**config.mk**
```make
export PLATFORM = sky130hd
export DESIGN_NAME = div_unit
export DESIGN_NICKNAME = d
export VERILOG_FILES = /design/src/rtl/div_unit.sv
export SDC_FILE = /design/constraint.sdc
export NUM_CORES = 1
export LEC_CHECK = 0
export ABC_AREA = 1
export CAP_MARGIN = 20
export CORE_ASPECT_RATIO = 0.75
export CORE_MARGIN = 2
export CORE_UTILIZATION = 40
export DETAILED_ROUTE_END_ITERATION = 10
export PLACE_DENSITY_LB_ADDON = 0.1
export SYNTH_ARGS = -nofsm -noshare
export SYNTH_HDL_FRONTEND = slang
export SYNTH_SLANG_ARGS = --single-unit
```
**constraint.sdc**
```tcl
create_clock -name clk -period 3.5 [get_ports clk]
set_input_delay 0.875 -clock clk [delete_from_list [all_inputs] [get_ports clk]]
set_output_delay 0.875 -clock clk [all_outputs]
set_load 0.005 [all_outputs]
```
**src/rtl/div_unit.sv**
```systemverilog
// Iterative 32-bit integer divider for the EX stage (DIV / DIVU).
// One restoring shift-subtract step per cycle on operand magnitudes, with sign
// correction folded into the final step. Holds the pipeline via stall_request
// while a division is in flight and pulses done for one cycle when hi/lo are fresh.
//
// Ports:
//   clk, rst        clock and synchronous active-high reset
//   start           EX stage holds a divide; request a division
//   is_signed       1 = DIV (two's complement), 0 = DIVU
//   flush           abandon any in-flight division
//   operand_a/b     dividend / divisor, latched on acceptance
//   stall_request   pipeline hold request (combinational)
//   done            one-cycle completion pulse
//   hi / lo         remainder / quotient, held until the next completion
module div_unit #(
  parameter int unsigned WIDTH = 32
) (
  input  logic             clk,
  input  logic             rst,
  input  logic             start,
  input  logic             is_signed,
  input  logic             flush,
  input  logic [WIDTH-1:0] operand_a,
  input  logic [WIDTH-1:0] operand_b,
  output logic             stall_request,
  output logic             done,
  output logic [WIDTH-1:0] hi,
  output logic [WIDTH-1:0] lo
);

  localparam int unsigned CntW = $clog2(WIDTH);

  typedef enum logic [1:0] {StIdle, StBusy, StDone} state_e;

  state_e            state_q;
  logic [CntW-1:0]   count_q;
  logic [WIDTH-1:0]  rem_q;
  logic [WIDTH-1:0]  quo_q;
  logic [WIDTH-1:0]  divisor_q;
  logic              neg_quo_q;
  logic              neg_rem_q;

  logic              accept;
  logic              a_neg;
  logic              b_neg;
  logic [WIDTH-1:0]  a_mag;
  logic [WIDTH-1:0]  b_mag;
  logic [WIDTH:0]    rem_shift;
  logic [WIDTH:0]    diff;
  logic              take;
  logic [WIDTH-1:0]  rem_next;
  logic [WIDTH-1:0]  quo_next;
  logic [WIDTH-1:0]  hi_fix;
  logic [WIDTH-1:0]  lo_fix;
  logic              last_step;

  always_comb begin
    accept    = (state_q == StIdle) && start && !flush;
    a_neg     = is_signed && operand_a[WIDTH-1];
    b_neg     = is_signed && operand_b[WIDTH-1];
    // Magnitude of the most negative value wraps to itself, which is the
    // correct unsigned magnitude.
    a_mag     = a_neg ? (~operand_a + 1'b1) : operand_a;
    b_mag     = b_neg ? (~operand_b + 1'b1) : operand_b;

    // Bring the next dividend bit into the partial remainder and try a subtract;
    // no borrow out of the extra top bit means the divisor fits.
    rem_shift = {rem_q, quo_q[WIDTH-1]};
    diff      = rem_shift - {1'b0, divisor_q};
    take      = !diff[WIDTH];
    rem_next  = take ? diff[WIDTH-1:0] : rem_shift[WIDTH-1:0];
    quo_next  = {quo_q[WIDTH-2:0], take};

    hi_fix    = neg_rem_q ? (~rem_next + 1'b1) : rem_next;
    lo_fix    = neg_quo_q ? (~quo_next + 1'b1) : quo_next;
    last_step = (count_q == CntW'(WIDTH - 1));

    stall_request = accept || ((state_q == StBusy) && !flush);
    done          = (state_q == StDone) && !flush;
  end

  always_ff @(posedge clk) begin
    if (rst) begin
      state_q   <= StIdle;
      count_q   <= '0;
      rem_q     <= '0;
      quo_q     <= '0;
      divisor_q <= '0;
      neg_quo_q <= 1'b0;
      neg_rem_q <= 1'b0;
      hi        <= '0;
      lo        <= '0;
    end else if (flush) begin
      // Partial result is discarded; hi/lo keep the last completed values.
      state_q <= StIdle;
    end else begin
      unique case (state_q)
        StIdle: begin
          if (start) begin
            count_q   <= '0;
            rem_q     <= '0;
            quo_q     <= a_mag;
            divisor_q <= b_mag;
            neg_quo_q <= a_neg ^ b_neg;
            neg_rem_q <= a_neg;
            if (operand_b == '0) begin
              hi      <= operand_a;
              lo      <= '1;
              state_q <= StDone;
            end else begin
              state_q <= StBusy;
            end
          end
        end
        StBusy: begin
          rem_q   <= rem_next;
          quo_q   <= quo_next;
          count_q <= count_q + 1'b1;
          if (last_step) begin
            hi      <= hi_fix;
            lo      <= lo_fix;
            state_q <= StDone;
          end
        end
        StDone: state_q <= StIdle;
        default: state_q <= StIdle;
      endcase
    end
  end

endmodule

```
==> impl_summary.md, run 1 <==
Outcome
The flow ran to the end, but the final reports show violations. The final reports fail on negative setup slack.

Finish
The area growth from synthesis to final layout is 35.3%. The total of fill cells in the finished design is between 3,000 and 4,000. Leaving out filler cells and counting taps, the final layout contains 3,038. The antenna cell count is 0. Once layout is complete, the utilization of the core stands at 55.3%. The final layout net count is 2,691.

The share of cells above drive strength 1 is 18.4%. The multi-input combinational cells in the finished layout cover a total of 0.00875 sq mm. Summing all non-filler instances in the final layout gives an area of 0.0180 sq mm. The footprint of the flip-flops and latches is 0.00339 sq mm.

Detailed routing
The met2 wire length is 20,900 um. The total wire length after detailed routing is 53,000 um. The detailed router's first-iteration violation count is 1,706. The count of nets left with antenna violations once routing finished came out at 0. The detailed router placed 15,867 vias in this run. The routed length on met3 is 4500 um. The wire length the detailed router placed on met1 is 26,800 um. The number of detailed-routing iterations run before antenna repair is 7. The wire length per cell is 17.4 um.

In this run the top signal layer used is met4. In the routed layout, each cell is associated on average with a via count of around 5.2. The remaining design rule violation count is 0.

Timing
The number of failing hold endpoints at the final stage is 0. The minimum setup slack in the final design is -35.7 ps. Final hold analysis gives a worst-case slack of roughly 470 ps.

The final total negative setup slack is -37.6 ps. The worst path uses 101% of the clock period. The transition time of the tightest slew-check pin is approximately 1000 ps. The clock arrives with 17.4 ps of skew. The number of slew-limit violations in the final report was 0. Setup violations remaining at the end of the flow were counted as 2. Setup repair after global routing could not meet its margin everywhere. The relative max-transition margin is just over 30%. The minimum period implied by the final worst setup slack is 3540 ps. Static timing analysis puts the maximum clock frequency at 283 MHz.

Yosys
In the synthesized netlist the dominant register cell turns out to be dfxtp_1. Yosys attributes the largest share of cell area to dfxtp_1, nand2_1, inv_1. The number of warning messages in the yosys log is 0. The number of different library cells used by synthesis comes to 59. The share of synthesized area in the top cell type comes to ~25%.

In the synthesized netlist, the number of instances is 2,243. Of all cell types, the one taking the most synthesized area is dfxtp_1. The most numerous cell in the Yosys netlist is nand2_1. The mapped cell area is 0.0133 sq mm.

Counting every net in the synthesized netlist gives 2,351. Counting flops with a built-in enable in the synthesized netlist gives 0. Averaged over all synthesized cells, the footprint is between 5 and 6 sq um. The async set or reset register ratio after synthesis is 0%. In this run, synthesis produced a sequential element count of 169. After synthesis, the most frequently instantiated cells are nand2_1, inv_1, a21oi_1. The sequential cell area fraction in the yosys report is 25.5%.

CTS
The clock tree synthesis step divided the H-tree into 4 levels. The number of buffers added by the clock tree synthesis step is 17. The latest clock arrival within the worst-skew pair is 470 ps. TritonCTS built the clock tree. The worst-case clock buffer depth is 2. The clock sink count is 169. The root buffer selected by CTS is clkbuf_16. The clock transition at the register clock pins on the worst setup and hold paths after CTS is 70 ps.

Floorplanning
The total I/O pin count is 135. The floorplan step set the die height to 162 um. The row count is 57. The die is 214 um wide.

The effective utilization at floorplan is 40.9%. The area of the die is approximately 0.035 sq mm. The core box area is between 0.03 and 0.04 sq mm.

Critical path
The critical path data required time is 3910 ps. In this design, the stage delay of the slowest critical-path cell is between 300 and 400 ps. The largest individual stage delay along the critical path comes from the cell fa_2. The worst register-to-register path begins at quo_q[31]. The most critical setup path has its startpoint at quo_q[31]. The length in cells of the worst reg-to-reg path is 27.

In this run the critical register-to-register path is captured at lo[26]. The setup slack of the worst register-to-register path is -40 ps. Of all nets on the critical path, the largest fanout is 3. STA classifies the critical path startpoint as a flip-flop. The critical path arrival is 3950 ps. STA classifies the critical path endpoint as a flip-flop. The critical path in this run is classified as flip-flop to flip-flop. The capturing instance or port of the critical path is lo[26].

GRT
The global-route usage over all layers is 30.1%. The via count of the first global-routing pass came to roughly 14,000. The total overflow reported by the global router is 0. The number of antenna violations at the first check in global routing is 1. The global-route wire length before repair is 81,400 um. Entering global routing, the biggest net connects 80 pins.

Place
Summing all placed instances gives a cell area of 0.0169 sq mm. The detailed placement HPWL is 41,700 um. The final weighted congestion of routability-driven global placement is approximately 0.95. The number of placed instances, taps included, is ~3,000. The pre-CTS setup slack is -413 ps. The count of buffers from port buffering is ~130.

Min path
The class of the tightest hold or removal check is flip-flop to flip-flop.

Power and ir drop
For this design the ratio of total power to cell area is 331 mW/mm^2. The leakage power summed over all cells is 8.74 nW. IR analysis of the VDD net gives a maximum drop of 0.308 mV.

The power after layout is between 5 and 6 mW.

Flow run
The number of max-cap violations is 0.
[cell families (layout without fill, tap and decap cells)]
| kind of cell | count (synthesis) | after routing | share of synthesized area [%] |
|---|---|---|---|
| AO/OA/AOI/OAI | 429 | 429 | 18.3 |
| XOR/XNOR | 51 | 51 | 3.36 |
| adder cells (fa/ha/maj) | 39 | 39 | 3.73 |
| buffers and inverters | 409 | 762 | 12.1 |
| flip-flops | 169 | 169 | 25.5 |
| AND/OR/NAND/NOR | 1146 | 1146 | 37.1 |
[how the worst min path moves through the flow]
stage                     startpoint          to  cells after the start
after floorplan           count_q[4]  count_q[4]                      2
after global placement        lo[29]      lo[29]                      2
after detailed placement      lo[31]      lo[31]                      2
after CTS                     lo[31]      lo[31]                      2
after global routing          lo[31]      lo[31]                      2
final                         lo[31]      lo[31]                      2
[metal layers]
layer  up-vias  track usage, %
li1       7930               -
met1      7308            46.3
met2       573            41.7
met3        56            6.31
met4         0            7.58
met5         -               0
[cell usage in the layout, fill, tap and decap left out, types with 4 or more instances in the layout]
| master | count |
|---|---|
| nand2_1 | 658 |
| o31ai_1 | 5 |
| inv_1 | 304 |
| o311ai_0 | 5 |
| clkbuf_16 | 17 |
| and2_1 | 4 |
| o221ai_1 | 8 |
| o21ai_0 | 124 |
| a21oi_2 | 17 |
| a211oi_1 | 4 |
| o21ai_1 | 12 |
| nor2_4 | 10 |
| a31oi_1 | 22 |
| o211ai_1 | 34 |
| xnor2_1 | 14 |
| nand2_8 | 4 |
| nand2_2 | 47 |
| buf_4 | 267 |
| nor3_1 | 27 |
| nand4_1 | 13 |
| dfxtp_1 | 162 |
| inv_6 | 5 |
| dfxtp_2 | 7 |
| inv_2 | 13 |
| inv_8 | 4 |
| nand3_1 | 147 |
| a21oi_1 | 174 |
| clkdlybuf4s50_1 | 133 |
| ha_4 | 9 |
| nor4_1 | 6 |
| nand2_4 | 9 |
| buf_12 | 8 |
| nor3_2 | 6 |
| nor2_1 | 165 |
| xor2_1 | 37 |
| nand3b_1 | 7 |
| ha_1 | 28 |
| nand3_2 | 10 |
| nor2_2 | 19 |
[where the power goes]
| part | internal (mW) | switching (mW) | total [mW] |
|---|---|---|---|
| sequential | 2.01 | 0.0693 | 2.08 |
| combinational | 0.764 | 1.18 | 1.94 |
| clock | 0.946 | 0.985 | 1.93 |
[registers in the layout, summed over array words and instances, names as in the netlist]
| register | count |
|---|---|
| divisor_q | 32 |
| hi | 32 |
| lo | 32 |
| quo_q | 32 |
| rem_q | 32 |
| count_q | 5 |
| state_q | 2 |
| neg_quo_q | 1 |
| neg_rem_q | 1 |
[worst max-delay path: cells and delay by family (launching register included)]
| kind | cells | cell delay, ps |
|---|---|---|
| buf+inv | 5 | 420 |
| flops | 1 | 320 |
| compound gates | 3 | 360 |
| simple gates | 15 | 1590 |
| fa+ha+maj | 3 | 610 |
| xor+xnor | 1 | 160 |
[layout make-up]
type / instances / area share, %
inverter: 319 / 6.66
clock inverter: 13 / 0.717
clock buffer: 19 / 2.41
sequential: 169 / 18.9
timing repair buffer: 411 / 19.6
multi-input combinational: 1665 / 48.7
tap: 442 / 3.08
[timing repair]
item / in CTS / in global routing
hold buffers: 0 / 0
setup endpoints to repair: 7 / 64
pin swaps: 8 / 11
hold endpoints to repair: 0 / 0
setup buffers: 7 / 8
resized for setup: 8 / 101
(Power assumes the default switching activity.)
==> run 2: changes to the inputs <==
- HOLD_SLACK_MARGIN: default -> 0.02
==> results of run 2 <==
The final DEF is identical to that of run 1; final timing and power are the same.
